===== config.mk =====
export PLATFORM = sky130hd
export DESIGN_NAME = ascon_decrypt_core
export DESIGN_NICKNAME = d
export VERILOG_FILES = /design/src/rtl/ascon_decrypt_core.sv
export SDC_FILE = /design/constraint.sdc
export NUM_CORES = 2
export LEC_CHECK = 0
export CAP_MARGIN = 20
export CORE_UTILIZATION = 30
export CTS_BUF_LIST = sky130_fd_sc_hd__clkbuf_4 sky130_fd_sc_hd__clkbuf_8
export DETAILED_ROUTE_END_ITERATION = 10
export PLACE_DENSITY = 0.45
export SLEW_MARGIN = 10
export SYNTH_ARGS = -nofsm -noshare
export SYNTH_HDL_FRONTEND = slang
export SYNTH_SLANG_ARGS = --single-unit
export TNS_END_PERCENT = 20

===== constraint.sdc =====
create_clock -name clk -period 6.9 [get_ports clk]
set_clock_uncertainty 0.15 [all_clocks]
set_input_delay 0.69 -clock clk [delete_from_list [all_inputs] [get_ports clk]]
set_output_delay 0.69 -clock clk [all_outputs]
set_load 0.005 [all_outputs]

===== src/rtl/ascon_decrypt_core.sv =====
// Iterative ASCON-128 single-block authenticated decryption, one round per clock.
// Optional define ASCON_PT_GATE_EN: plaintext reads 0 unless the tag verified.
module ascon_decrypt_core #(
  parameter logic [63:0] IV = 64'h80400c0600000000
) (
  input  logic         clk,
  input  logic         rst,
  input  logic         start,
  input  logic [127:0] key,
  input  logic [127:0] nonce,
  input  logic [63:0]  ad,
  input  logic         ad_en,
  input  logic [63:0]  ct,
  input  logic [127:0] tag_in,
  output logic [63:0]  pt,
  output logic         busy,
  output logic         done,
  output logic         tag_ok
);

  localparam logic [2:0] S_IDLE  = 3'd0;
  localparam logic [2:0] S_INIT  = 3'd1;
  localparam logic [2:0] S_AD    = 3'd2;
  localparam logic [2:0] S_CT    = 3'd3;
  localparam logic [2:0] S_FINAL = 3'd4;

  // NOTE: blocking assignments are correct here; a function body is plain combinational dataflow.
  function automatic logic [319:0] ascon_round(input logic [319:0] s, input logic [3:0] r);
    logic [63:0] x0, x1, x2, x3, x4, t0, t1, t2, t3, t4;
    x0 = s[319:256]; x1 = s[255:192]; x2 = s[191:128]; x3 = s[127:64]; x4 = s[63:0];
    x2 = x2 ^ {56'b0, 4'hF - r, r};
    x0 = x0 ^ x4; x4 = x4 ^ x3; x2 = x2 ^ x1;
    t0 = ~x0 & x1; t1 = ~x1 & x2; t2 = ~x2 & x3; t3 = ~x3 & x4; t4 = ~x4 & x0;
    x0 = x0 ^ t1; x1 = x1 ^ t2; x2 = x2 ^ t3; x3 = x3 ^ t4; x4 = x4 ^ t0;
    x1 = x1 ^ x0; x0 = x0 ^ x4; x3 = x3 ^ x2; x2 = ~x2;
    x0 = x0 ^ {x0[18:0], x0[63:19]} ^ {x0[27:0], x0[63:28]};
    x1 = x1 ^ {x1[60:0], x1[63:61]} ^ {x1[38:0], x1[63:39]};
    x2 = x2 ^ {x2[0],    x2[63:1]}  ^ {x2[5:0],  x2[63:6]};
    x3 = x3 ^ {x3[9:0],  x3[63:10]} ^ {x3[16:0], x3[63:17]};
    x4 = x4 ^ {x4[6:0],  x4[63:7]}  ^ {x4[40:0], x4[63:41]};
    return {x0, x1, x2, x3, x4};
  endfunction

  logic [2:0]   state_q, state_d;
  logic [3:0]   cnt_q, cnt_d;
  logic [319:0] s_q, s_d;
  logic [63:0]  ad_q, ad_d, ct_q, ct_d, pt_q, pt_d;
  logic [127:0] tag_q, tag_d;
  logic         ad_en_q, ad_en_d, busy_q, busy_d, done_q, done_d, tag_ok_q, tag_ok_d;
  logic         pt_vis_q, pt_vis_d;
  logic [3:0]   rnd_idx;
  logic         last_rnd, tag_match;
  logic [319:0] s_rnd;

  // CT spends its first cycle (cnt 0) absorbing the ciphertext, so its rounds sit at cnt 1..6.
  always_comb begin
    rnd_idx  = cnt_q;
    last_rnd = (cnt_q == 4'd11);
    if (state_q == S_AD) begin
      rnd_idx  = cnt_q + 4'd6;
      last_rnd = (cnt_q == 4'd5);
    end else if (state_q == S_CT) begin
      rnd_idx  = cnt_q + 4'd5;
      last_rnd = (cnt_q == 4'd6);
    end
  end

  assign s_rnd     = ascon_round(s_q, rnd_idx);
  assign tag_match = ((s_rnd[127:0] ^ key) == tag_q);

  always_comb begin
    // NOTE: every signal gets a default first so no path leaves it unassigned (no latches).
    state_d  = state_q;
    cnt_d    = cnt_q;
    s_d      = s_q;
    ad_d     = ad_q;
    ad_en_d  = ad_en_q;
    ct_d     = ct_q;
    tag_d    = tag_q;
    pt_d     = pt_q;
    busy_d   = busy_q;
    done_d   = 1'b0;
    tag_ok_d = tag_ok_q;
    pt_vis_d = pt_vis_q;
    case (state_q)
      S_IDLE: if (start) begin
        s_d      = {IV, key, nonce};
        ad_d     = ad;
        ad_en_d  = ad_en;
        ct_d     = ct;
        tag_d    = tag_in;
        pt_d     = '0;
        tag_ok_d = 1'b0;
        pt_vis_d = 1'b0;
        busy_d   = 1'b1;
        cnt_d    = '0;
        state_d  = S_INIT;
      end
      S_INIT: begin
        s_d   = s_rnd;
        cnt_d = cnt_q + 4'd1;
        if (last_rnd) begin
          cnt_d          = '0;
          s_d[127:0]     = s_rnd[127:0] ^ key;
          if (ad_en_q) begin
            s_d[319:256] = s_rnd[319:256] ^ ad_q;
            state_d      = S_AD;
          end else begin
            s_d[0]       = ~s_d[0];
            state_d      = S_CT;
          end
        end
      end
      S_AD: begin
        s_d   = s_rnd;
        cnt_d = cnt_q + 4'd1;
        if (last_rnd) begin
          cnt_d   = '0;
          s_d[0]  = ~s_rnd[0];
          state_d = S_CT;
        end
      end
      S_CT: begin
        if (cnt_q == 4'd0) begin
          pt_d         = s_q[319:256] ^ ct_q;
          s_d[319:256] = ct_q;
          cnt_d        = 4'd1;
        end else begin
          s_d   = s_rnd;
          cnt_d = cnt_q + 4'd1;
          if (last_rnd) begin
            cnt_d        = '0;
            s_d[319:256] = s_rnd[319:256] ^ 64'h8000_0000_0000_0000;
            s_d[255:128] = s_rnd[255:128] ^ key;
            state_d      = S_FINAL;
          end
        end
      end
      S_FINAL: begin
        s_d   = s_rnd;
        cnt_d = cnt_q + 4'd1;
        if (last_rnd) begin
          cnt_d    = '0;
          tag_ok_d = tag_match;
          pt_vis_d = tag_match;
          done_d   = 1'b1;
          busy_d   = 1'b0;
          state_d  = S_IDLE;
        end
      end
      default: state_d = S_IDLE;
    endcase
  end

  // NOTE: the wide state register is reset as well, because S=0 is part of the defined reset state.
  always_ff @(posedge clk) begin
    if (rst) begin
      state_q  <= S_IDLE;
      cnt_q    <= '0;
      s_q      <= '0;
      ad_q     <= '0;
      ad_en_q  <= 1'b0;
      ct_q     <= '0;
      tag_q    <= '0;
      pt_q     <= '0;
      busy_q   <= 1'b0;
      done_q   <= 1'b0;
      tag_ok_q <= 1'b0;
      pt_vis_q <= 1'b0;
    end else begin
      // NOTE: non-blocking so every flop samples the pre-edge values.
      state_q  <= state_d;
      cnt_q    <= cnt_d;
      s_q      <= s_d;
      ad_q     <= ad_d;
      ad_en_q  <= ad_en_d;
      ct_q     <= ct_d;
      tag_q    <= tag_d;
      pt_q     <= pt_d;
      busy_q   <= busy_d;
      done_q   <= done_d;
      tag_ok_q <= tag_ok_d;
      pt_vis_q <= pt_vis_d;
    end
  end

`ifdef ASCON_PT_GATE_EN
  assign pt = pt_vis_q ? pt_q : '0;
`else
  assign pt = pt_q;
  logic unused_vis;
  assign unused_vis = pt_vis_q;
`endif

  assign busy   = busy_q;
  assign done   = done_q;
  assign tag_ok = tag_ok_q;

endmodule


==> results.tsv <==
metric	value	unit
required arrival time at the worst endpoint	7.60	ns
Highest Clock Rate	169	MHz
total number of H-tree levels	4	
Reg2Reg Launch Point	state_q[1]	
min cycle time layout	5.91	ns
Worst slew margin	0.0400	
clock tree from TritonCTS	built	
largest driver fanout on the critical path	15	
RSZ-0062 raised after global routing	no	
overflow left after global routing	0	
asr flop ratio synth	0	
gate count after technology mapping	6217	
number of violations of the max-capacitance limit	0	
insertion delay to the later sink of the worst-skew pair	0.93	ns
Layout Utilization	0.380	
vias post-DR	52700	
final setup violating endpoints	0	
remaining antenna violation count after routing	0	
final hold vios	0	
final worst slack	0.990	ns
failing checks	DRC	
final cycle utilization of the critical path	0.857	
maximum number of pins on one net before global-route repair	160	
class of the worst hold path	in2reg	
Iteration-0 DRC Markers	7051	
drt total wl	350	mm
Port Buf Inserts	582	
worst setup path start	state_q[1]	
antenna violations before repair	31	
number of setup buffers added after CTS	0	
number of global-route vias before repair	48700	
hold slack	0.0548	ns
top_reg_cell synth	dfxtp_1	
post-CTS sizing	0	
global-route wire length before repair	455	mm
row count	149	
fraction of layout cells with a size suffix above 1	0.100	
number of sinks driven by the clock tree	651	
clock buffer count from CTS	135	
worst hold path startpoint	rst	
Crit Path Category	reg2reg	
clock-pin slew reported for the worst setup and hold paths after clock tree synthesis	0.07	ns
number of max-slew violations in the final report	0	
HPWL after DPL	285	mm
status	complete, but fails checks	
number of remaining DRC errors	132	
Net count, final	7452	
kind of end point of the critical path	register	
number of buffers on the longest clock path	3	
vias per inst	5.78	
number of flops mapped to enable cells by yosys	0	
flip-flop and latch count after synthesis	651	
Syn. warnings	0	
Worst setup SP type	register	
drt pass-1 iters	11	
GRT Overall Usage	0.402	
routed length per instance	38.4	microns
internal reg-to-reg setup slack	0.99	ns
pre-CTS worst setup slack	1.18	ns
I/O pin cnt	583	
placeable core region	0.165	sq mm
net count after synthesis	6866	
sequential area share after synthesis	0.261	
post-synth design cell area	0.0499	sq mm
layout overhead on the synthesized area	25.7	%
hold buffers post-CTS	0	
initial core utilization	0.302	
Clock Root Buffer	clkbuf_8	
Die Span Y	410	microns
gpl congestion	1.09	
transition time of the tightest slew-check pin	1.43	ns
distinct cell type count of the synthesized netlist	88	
synthesized area per cell	8.03	sq um
setup TNS	0	ns
critical path data arrival time	6.61	ns
Die Wd	410	microns
Die Area	0.168	sq mm
[layout make-up]
cell class / instances / area [sq um]
clock inverters: 32 / 375
well taps: 2189 / 2740
diodes: 11 / 27.5
repair buffers: 832 / 7900
clock buffers: 212 / 2670
multi-input cells: 4937 / 35100
flip-flops and latches: 651 / 13000
inverters: 246 / 923
fillers: 17300 / 102000
[registers in the layout, indices dropped and copies added (netlist names)]
| register | count |
|---|---|
| ad_q | 64 |
| pt | 64 |
| s_q | 320 |
| done | 1 |
| tag_ok | 1 |
| tag_q | 128 |
| state_q | 3 |
| cnt_q | 4 |
| ct_q | 64 |
| busy | 1 |
| ad_en_q | 1 |
[synthesized netlist by cell type (28+ instances only)]
| cell type | instances | area, sq um |
|---|---|---|
| a221oi_1 | 28 | 245 |
| nor2_1 | 247 | 927 |
| nand2_1 | 1093 | 4100 |
| mux2i_1 | 80 | 801 |
| nand3_1 | 93 | 465 |
| xor2_1 | 280 | 2450 |
| ha_1 | 133 | 1660 |
| inv_1 | 244 | 916 |
| clkbuf_1 | 362 | 1360 |
| o211a_1 | 111 | 1110 |
| xnor2_2 | 48 | 781 |
| xnor2_1 | 911 | 7980 |
| dfxtp_1 | 651 | 13000 |
| a222oi_1 | 58 | 581 |
| a32o_1 | 35 | 350 |
| xnor3_1 | 76 | 1710 |
| a21oi_1 | 568 | 2840 |
| maj3_1 | 57 | 571 |
| a211oi_1 | 253 | 1900 |
| nor3_1 | 323 | 1620 |
| o21ai_0 | 166 | 831 |
[metal layers]
layer  vias to the layer above  part of all wire  GRT usage
li1                      22600                 -          -
met2                      3144              0.41      0.583
met3                       604             0.097     0.0952
met4                        20             0.061      0.213
met1                     26300              0.43      0.547
met5                         -           0.00039          0
[final timing paths]
path / to / cells after the start
worst max register to register: tag_ok / 16
worst min-delay path: pt[9] / 2
worst min register to register: ad_q[15] / 2
worst max-delay path: tag_ok / 16
[kinds of logic (layout without fill, tap and decap cells)]
family,count (synthesis),after routing,synth area share
and+or+nand+nor,1912,1912,0.164
AOI/OAI and AO/OA,1371,1371,0.182
xor gates and xnor gates,1366,1366,0.280
DFF,651,651,0.261
buffers and inverters,629,1322,0.0475
adders and majority gates,197,197,0.0464
muxes,91,91,0.0185
other,0,11,0
[cells in the final DEF, fill, tap and decap left out, types with 243 or more instances in the layout]
cell type,n
clkdlybuf4s50_1,581
a211oi_1,253
nor2_1,245
nand2_1,1090
inv_1,243
xnor2_1,866
dfxtp_1,651
a21oi_1,566
xor2_1,265
nor3_1,321
[critical path: stages (launching register included)]
cell	delay, ns
dfxtp_1	0.73
nand2b_1	0.17
buf_4	0.23
nor2_1	0.33
xnor3_1	0.32
inv_1	0.07
ha_1	0.23
xnor2_1	0.51
xnor2_1	0.38
xor2_1	0.38
buf_4	0.23
mux2i_1	0.50
a2bb2oi_1	0.48
nand4_1	0.20
nor4_1	0.40
nand4_1	0.30
o21ai_1	0.24
[through the flow]
stage / instance area (sq um) / std cells
6_report: 62700 / 9110
3_3_place_gp: 59600 / 8846
5_1_grt: 62700 / 9101
2_1_floorplan: 49900 / 6217
4_1_cts: 62700 / 9097
3_5_place_dp: 59600 / 8853
Power is left out: the tool's default activity adds up to more than one toggle a clock period on the data nets, which glitch-free logic cannot reach.
